==> src/rtl/pc_pkg.sv <==
// pc_pkg: next-PC mode encodings and the sequential PC step shared by the PC unit.
package pc_pkg;
    typedef enum logic [2:0] {
        PS_HOLD = 3'b000,
        PS_INC  = 3'b001,
        PS_BR   = 3'b010,
        PS_JR   = 3'b011,
        PS_CALL = 3'b100,
        PS_RET  = 3'b101
    } ps_e;
    localparam int unsigned INC_STEP = 4;
endpackage

==> src/rtl/return_stack.sv <==
// return_stack: circular return-address stack; a push when full overwrites the oldest entry.
module return_stack #(
    parameter int WIDTH     = 64,
    parameter int RAS_DEPTH = 8
) (
    input  logic             clock,
    input  logic             reset,
    input  logic             push,
    input  logic             pop,
    input  logic [WIDTH-1:0] wdata,
    output logic [WIDTH-1:0] rdata,
    output logic             empty,
    output logic             full
);
    localparam int AW = $clog2(RAS_DEPTH);
    logic [WIDTH-1:0] mem_q [RAS_DEPTH];
    logic [AW-1:0]    ptr_q, ptr_d;
    logic [AW:0]      cnt_q, cnt_d;
    logic             do_pop;
    assign empty  = cnt_q == '0;
    assign full   = cnt_q == (AW+1)'(RAS_DEPTH);
    assign rdata  = mem_q[ptr_q - AW'(1)];
    assign do_pop = pop && !empty;
    // ptr_q points at the next free slot; when full that is also the oldest entry
    always_comb begin
        ptr_d = ptr_q;
        cnt_d = cnt_q;
        if (push) begin
            ptr_d = ptr_q + AW'(1);
            cnt_d = full ? cnt_q : cnt_q + (AW+1)'(1);
        end else if (do_pop) begin
            ptr_d = ptr_q - AW'(1);
            cnt_d = cnt_q - (AW+1)'(1);
        end
    end
    always_ff @(posedge clock or negedge reset) begin
        if (!reset) begin
            ptr_q <= '0;
            cnt_q <= '0;
        end else begin
            ptr_q <= ptr_d;
            cnt_q <= cnt_d;
        end
    end
    always_ff @(posedge clock) begin
        if (reset && push) mem_q[ptr_q] <= wdata;
    end
endmodule

==> src/rtl/pc_unit_ras.sv <==
// pc_unit_ras: program counter with next-PC mode mux and a return-address stack for CALL/RET.
module pc_unit_ras
    import pc_pkg::*;
#(
    parameter int               WIDTH        = 64,
    parameter int               RAS_DEPTH    = 8,
    parameter logic [WIDTH-1:0] RESET_VECTOR = '0
) (
    input  logic             clock,
    input  logic             reset,
    input  logic             stall,
    input  logic [2:0]       PS,
    input  logic [WIDTH-1:0] in,
    output logic [WIDTH-1:0] PC,
    output logic [WIDTH-1:0] PC4,
    output logic             ras_empty,
    output logic             ras_full,
    output logic             ras_underflow
);
    logic [WIDTH-1:0] pc_q, pc_d, br_tgt, top;
    logic             uf_q, uf_d, push, pop;
    assign PC            = pc_q;
    assign PC4           = pc_q + WIDTH'(INC_STEP);
    assign br_tgt        = PC4 + {in[WIDTH-3:0], 2'b00};
    assign ras_underflow = uf_q;
    always_comb begin
        pc_d = pc_q;
        push = 1'b0;
        pop  = 1'b0;
        uf_d = 1'b0;
        if (!stall) begin
            case (ps_e'(PS))
                PS_INC:  pc_d = PC4;
                PS_BR:   pc_d = br_tgt;
                PS_JR:   pc_d = in;
                PS_CALL: begin
                    pc_d = br_tgt;
                    push = 1'b1;
                end
                PS_RET:  begin
                    pc_d = ras_empty ? PC4 : top;
                    pop  = !ras_empty;
                    uf_d = ras_empty;
                end
                default: pc_d = pc_q;
            endcase
        end
    end
    always_ff @(posedge clock or negedge reset) begin
        if (!reset) begin
            pc_q <= RESET_VECTOR;
            uf_q <= 1'b0;
        end else begin
            pc_q <= pc_d;
            uf_q <= uf_d;
        end
    end
    return_stack #(.WIDTH(WIDTH), .RAS_DEPTH(RAS_DEPTH)) u_ras (
        .clock (clock),
        .reset (reset),
        .push  (push),
        .pop   (pop),
        .wdata (PC4),
        .rdata (top),
        .empty (ras_empty),
        .full  (ras_full)
    );
endmodule

==> config.mk <==
export PLATFORM = sky130hd
export DESIGN_NAME = pc_unit_ras
export DESIGN_NICKNAME = d
export VERILOG_FILES = /design/src/rtl/pc_pkg.sv /design/src/rtl/return_stack.sv /design/src/rtl/pc_unit_ras.sv
export SDC_FILE = /design/constraint.sdc
export NUM_CORES = 1
export LEC_CHECK = 0
export CORE_MARGIN = 1.5
export CORE_UTILIZATION = 64
export DETAILED_ROUTE_END_ITERATION = 10
export HOLD_SLACK_MARGIN = 0.06
export PLACE_DENSITY = 0.86
export SLEW_MARGIN = 20
export SYNTH_ARGS = -nofsm -noshare
export SYNTH_HDL_FRONTEND = slang
export SYNTH_SLANG_ARGS = --single-unit
==> constraint.sdc <==
create_clock -name clock -period 14.14 [get_ports clock]
set_input_delay 3.535 -clock clock [delete_from_list [all_inputs] [get_ports clock]]
set_output_delay 3.535 -clock clock [all_outputs]
set_load 0.005 [all_outputs]
==> results.md, run 1 <==
* # Max-Cap Violations at 0
* Seq/Total Area, Yosys at about 60%
* Core area at 44400 um^2
* Crit share post-route at about 57%
* Nets at about 2500
* DR DRC count at 0
* Initial antenna violation count at 0
* I/O pin cnt at roughly 200
* Netlist Area Pre-Place at 29000 um^2
* Synth Flop Type: edfxtp_1
* Most used cell, CP: nor2_1
* First-pass GRT wire length at between 100 and 150 mm
* Post-synth EDFFs at 512
* Worst-Margin Slew at 1.29 ns
* Via count at between 20000 and 25000
* Syn. warnings at 0
* H-tree depth at 2
* Final Hold Slack at approximately 0.52 ns
* CTS tree: built
* Setup crit start kind: register
* Yosys cell types at 86
* Clock tree buffer depth at 3
* DRT iter0 DRCs at approximately 3200
* Reg2reg setup slack at approximately 8.4 ns
* Max Clock Freq at 0.124 GHz
* Lkg Pwr at between 10 and 15 nW
* Critical path class: register to output pin
* CTS root buf: clkbuf_16
* Final Max Tran Viols at 0
* Status: complete, no violations
* Synth-to-layout area growth at 16.2%
* I/O Buffers at 200
* Total CTS buffers at 57
* Required @ worst endpoint at between 10 and 15 ns
* Unrepaired setup endpoints after global routing: no
* Crit path max-delay family: simple AND/OR/NAND/NOR gates
* Remaining Overflow, GRT at 0
* Fin Clk Skew at roughly 0.032 ns
* Std-Cell Rows at a little under 80
* Clk_lat worst skew at about 0.64 ns
* Final WL at slightly below 90 mm
* Layout Cells excl Fill at about 3000
* Placed cells at between 2000 and 3000
* CTS Sinks at between 500 and 600
* Final setup fails at 0
* Initial Utilization at between 60% and 70%
* Avg Cell Area, Syn at ~13 um^2
* Final HPWL DP at 55.8 mm
* Syn_nets at approximately 2300
* Share of cells above drive strength 1 at 13.3%
* Die Area at between 40000 and 50000 um^2
* Via density per instance at a little over 7
* WP buf/inv at 1
* Hold_buf cts at 0
* Synth Instances at between 2000 and 2500
* Critical Path End Type: output pin
* Clock-pin transition on the worst setup and hold timing paths at around 0.060 ns
* Worst Hold Class: register to register
* Critical path's slowest cell: xor2_1
* Final hold vios at 0
* Fraction of registers with async set/reset at roughly 12%
* Pin count of the biggest net entering global routing at 70
* Drt wl/cell at between 20 and 30 um
* Vias in the first global route at 21100
* Ant diodes at 0
* # Post-CTS Setup Buffers at 0
* Worst VDD drop at 0.000159 V
* Total track usage at 38.5%
* First-pass DRT Iterations at 6
* Post-CTS Resized at 0
* Flops & latches, synth at 584
* DIE HEIGHT at between 200 and 250 um
* Post-route antenna net violation count at 0
* Critical path cell sequence: nand3_1 > nor4_2 > nand2_1 > nor2_1 > nand4_1 > nor2_1 > xor2_1 > clkdlybuf4s50_1
* Data arrival time of the worst path at around 4.5 ns
* Post-layout min period at slightly above 8 ns
* Setup TNS at 0 ns
* Power Density at between 200 and 250 nW/um^2
* GPL Wtd Cong at 0.998
* Crit Path Max Fanout at 10
* Critical Path Max Stage Delay at between 0.7 and 0.8 ns
* Width of the die at around 220 um
* Slew Limit Headroom at between 10% and 20%
==> worst paths after layout <==
path | end | from | depth (start not counted)
max | PC4[62] | PC[11] | 8
min | u_ras.cnt_q[3] | u_ras.cnt_q[3] | 1
max reg2reg | PC[60] | PC[7] | 14
min reg2reg | u_ras.cnt_q[3] | u_ras.cnt_q[3] | 1
max in group asynchronous | PC[11] | reset | 2
min in group asynchronous | PC[0] | reset | 1
==> cells in the mapped netlist, drive strengths merged (6+ instances only) <==
library cell,count,area (um^2)
xor2,45,402
xnor2,72,657
o21ai,107,536
and3,23,144
a211oi,17,128
dfrtp,72,1800
mux2i,43,430
edfxtp,512,15400
nor4,8,98.9
inv,33,124
or3,9,56.3
nand4,33,213
mux4,128,2880
o21a,18,135
nor3,28,168
a22oi,6,45.0
a21oi,199,996
clkbuf,62,233
and4,9,81.3
nand2b,9,56.3
buf,53,273
o221ai,9,78.8
o211ai,13,97.6
o22ai,6,37.5
and2,6,37.5
a21o,25,188
nor2,152,573
o21bai,17,128
a221oi,29,254
ha,78,976
a31oi,22,144
nand3,60,318
nand2,178,676
==> cell usage in the layout, fill, tap and decap left out, types with 59 or more instances in the layout <==
cell type	Yosys	layout
edfxtp_1	512	512
o21ai_0	95	95
ha_1	78	77
clkdlybuf4s50_1	0	199
clkbuf_16	0	59
nor2_1	151	142
mux4_2	128	128
xnor2_1	70	68
a21oi_1	199	199
dfrtp_1	72	71
nand2_1	175	174
==> routing by layer <==
layer,wire (um),GRT usage [%],up-vias
met3,10700,7.19,312
met5,0,0,-
met1,32700,53.4,10400
li1,-,-,8779
met4,4610,18.3,0
met2,40700,59.5,1673
==> layout make-up <==
cell class	count	area (um^2)
clock buffer	77	1610
clock inverter	31	343
fill	2652	10700
inverter	34	129
multi-input combinational	1420	11300
sequential	584	17200
tap	592	741
timing repair buffer	249	2370
==> per-stage QoR <==
step                      area (um^2)  worst slack (ns)  power (mW)  utilization, %
after floorplan                 29000              4.73        4.37               -
after global routing            33700              5.82        7.47            75.9
final                           33700              6.08        7.19            75.9
after global placement          31700              6.87        5.43            71.4
after CTS                       33700              6.13        7.15            75.8
after detailed placement        31700              6.60        5.51            71.4
==> sequential cells by signal (all words and copies together), names as in the netlist <==
register,cells
PC,64
ras_underflow,1
u_ras.cnt_q,4
u_ras.mem_q,512
u_ras.ptr_q,3
==> cells by family after synthesis <==
group,count (synthesis),synth area share (%)
multiplexers,173,11.5
AO/OA/AOI/OAI,514,11.0
flip-flops,584,59.2
adder cells (fa/ha/maj),80,3.50
XOR/XNOR,117,3.65
buffers and inverters,149,2.19
AND/OR/NAND/NOR,536,8.89
==> where the power goes <==
part | internal [mW] | total [mW] | switching [mW]
logic | 1.37 | 3.22 | 1.86
registers | 2.16 | 2.37 | 0.206
clock network | 0.928 | 1.60 | 0.667
No activity file was read; power rests on OpenSTA's default activity.
==> inputs of run 2 (changes only) <==
Settings changed: CORE_UTILIZATION 64 to 60, PLACE_DENSITY 0.86 to 0.81.
Clock period 14.14 ns to 8.25 ns, I/O delays scaled along.
==> run 2 against run 1 <==
Compared with the run above:
- final cell count grew 0.47%
- total power increased by 72%
- via count down 2.7%
- die area is 6.6% higher
- global-route usage is 3.4 points lower
- first-iteration DRC count decreased by 13%
- register-to-register slack worse by 6.5 ns
- utilization is 5.1 points lower
- worst hold slack worse by 0.018 ns
- critical path type unchanged
- flip-flop and latch count stayed put
- setup slack worse by 4.5 ns
==> results.md, run 2 (same netlist as run 1, synthesis figures left out) <==
* Status: complete, no violations
* Std-Cell Rows at 80 (+3.9%)
* Final HPWL DP at 56.0 mm (+0.48%)
* CTS root buf: clkbuf_16
* Power Density at 366 nW/um^2 (+71%)
* Most used cell, CP: and3_1
* Design area at 33800 um^2 (+0.24%)
* Commonest non-fill, non-tap cell in the layout: edfxtp_1
* Final hold vios at 0 (unchanged)
* Crit Path Max Fanout at 10 (unchanged)
* Slew Limit Headroom at 22.2% (+8.0 points)
* Ant diodes at 0 (unchanged)
* Reg2reg setup slack at 1.88 ns (-6.52 ns)
* First-pass DRT Iterations at 6 (unchanged)
* Critical Path Max Stage Delay at 0.66 ns (-0.10 ns)
* Critical path class: register to output pin
* First-pass GRT wire length at 129 mm (-2.9%)
* Core area at 47700 um^2 (+7.5%)
* Share of cells above drive strength 1 at 13.1% (-0.24 points)
* Required @ worst endpoint at 6.19 ns (-4.41 ns)
* Total track usage at 35.1% (-3.4 points)
* Remaining Overflow, GRT at 0 (unchanged)
* Setup crit start kind: register
* Unrepaired setup endpoints after global routing: no
* Max Clock Freq at between 0.1 and 0.15 GHz
* Initial Utilization at 60.7% (-4.6 points)
* Clock-pin transition on the worst setup and hold timing paths at 0.07 ns (about the same)
* Clock tree buffer depth at 3 (unchanged)
* DIE HEIGHT at 223 um (+3.2%)
* I/O pin cnt at 201 (unchanged)
* Dpl cell area at 31700 um^2 (about the same)
* Vias in the first global route at 20300 (-3.8%)
* # Post-CTS Setup Buffers at 0 (unchanged)
* Worst-Margin Slew at 1.16 ns (-0.128 ns)
* Fin Clk Skew at 0.0280 ns (-0.00428 ns)
* Critical path cell sequence: and3_1 > nand4_1 > nor4_2 > and3_1 > and3_1 > xor2_1 > clkdlybuf4s50_1
* Hold_buf cts at 0 (unchanged)
* Post-CTS Resized at 0 (unchanged)
* Final WL at 86.4 mm (-2.6%)
* Post-layout min period at ~6.7 ns
* Setup TNS at 0 ns (unchanged)
* Drt wl/cell at 28.8 um (-3.1%)
* Clk_lat worst skew at 0.64 ns (about the same)
* # Max-Cap Violations at 0 (unchanged)
* Layout Cells excl Fill at 3001 (+0.47%)
* Worst Hold Class: register to register
* GPL Wtd Cong at 0.973 (-2.5%)
* Pin count of the biggest net entering global routing at 92 (+31%)
* Post-route antenna net violation count at 0 (unchanged)
* Most frequent cells in the layout: edfxtp_1, a21oi_1, clkdlybuf4s50_1
* H-tree depth at 2 (unchanged)
* Lkg Pwr at 11.6 nW (about the same)
* Final setup fails at 0 (unchanged)
* Critical Path End Type: output pin
* DRT iter0 DRCs at 2758 (-13%)
* Total CTS buffers at 58 (+1.8%)
* Crit path max-delay family: simple AND/OR/NAND/NOR gates
* DR DRC count at 0 (unchanged)
* Crit share post-route at between 80% and 90%
* Data arrival time of the worst path at 4.64 ns (+0.11 ns)
* Biggest register: u_ras.mem_q
* I/O Buffers at 200 (unchanged)
* Width of the die at 223 um (+3.2%)
* CTS Sinks at 584 (unchanged)
* Synth-to-layout area growth at 16.5%
* Final Max Tran Viols at 0 (unchanged)
* Critical path's slowest cell: xor2_1
* WP buf/inv at 1 (unchanged)
* Placed cells at 2893 (+0.49%)
* Initial antenna violation count at 0 (unchanged)
* # fillers at 3097 (+17%)
* Largest register FFs at 512 (unchanged)
* Die Area at 49600 um^2 (+6.6%)
* CTS tree: built
* Worst VDD drop at 0.000254 V (+60%)
* Via density per instance at 6.88 (-3.1%)
* Via count at 20600 (-2.7%)
* Final Hold Slack at 0.497 ns (-0.0178 ns)
* Nets at 2488 (-0.32%)
[run 2: final timing paths]
path	start	end	cells after the start
worst max-delay path	PC[38]	PC4[59]	7
worst min-delay path	u_ras.cnt_q[3]	u_ras.cnt_q[3]	1
worst max register to register	PC[2]	PC[61]	17
worst min register to register	u_ras.cnt_q[3]	u_ras.cnt_q[3]	1
max in group asynchronous	reset	u_ras.ptr_q[0]	2
min in group asynchronous	reset	PC[40]	1
[run 2: worst register-to-register path, delay by kind of cell, from the launching register on]
kind,cells,cell delay [ns]
AO/OA/AOI/OAI,7,2.26
XOR/XNOR,2,1.03
adder cells (fa/ha/maj),2,0.72
flip-flops,1,0.43
AND/OR/NAND/NOR,6,1.80
[run 2: power by group]
part / switching (mW) / internal, mW
sequential: 0.383 / 3.71
clock: 1.16 / 1.65
combinational: 3.13 / 2.32
total: 4.68 / 7.68
[run 2: stage by stage]
stage,util (%),total power [mW],setup slack (ns)
after floorplan,-,7.49,0.315
after global placement,66.4,9.35,2.25
after detailed placement,66.4,9.47,2.16
after CTS,70.7,12.3,1.66
after global routing,70.7,12.9,1.51
final,70.7,12.4,1.54
[run 2: routing by layer]
metal  vias up  part of all wire, %  GRT usage, %
met3       236                   10          6.96
met2      1342                   46          53.6
met4         0                  4.1          15.1
met1     10300                   40          49.6
met5         -                    0             0
li1       8771                    -             -
[run 2: final cells by class]
cell class	instances	area, um^2	area share (%)
Timing Repair Buffer	240	2340	6.92
Inverter	34	129	0.382
Multi-Input combinational cell	1420	11300	33.5
Clock inverter	40	502	1.49
Tap cell	615	769	2.28
Clock buffer	68	1530	4.53
Sequential cell	584	17200	50.9
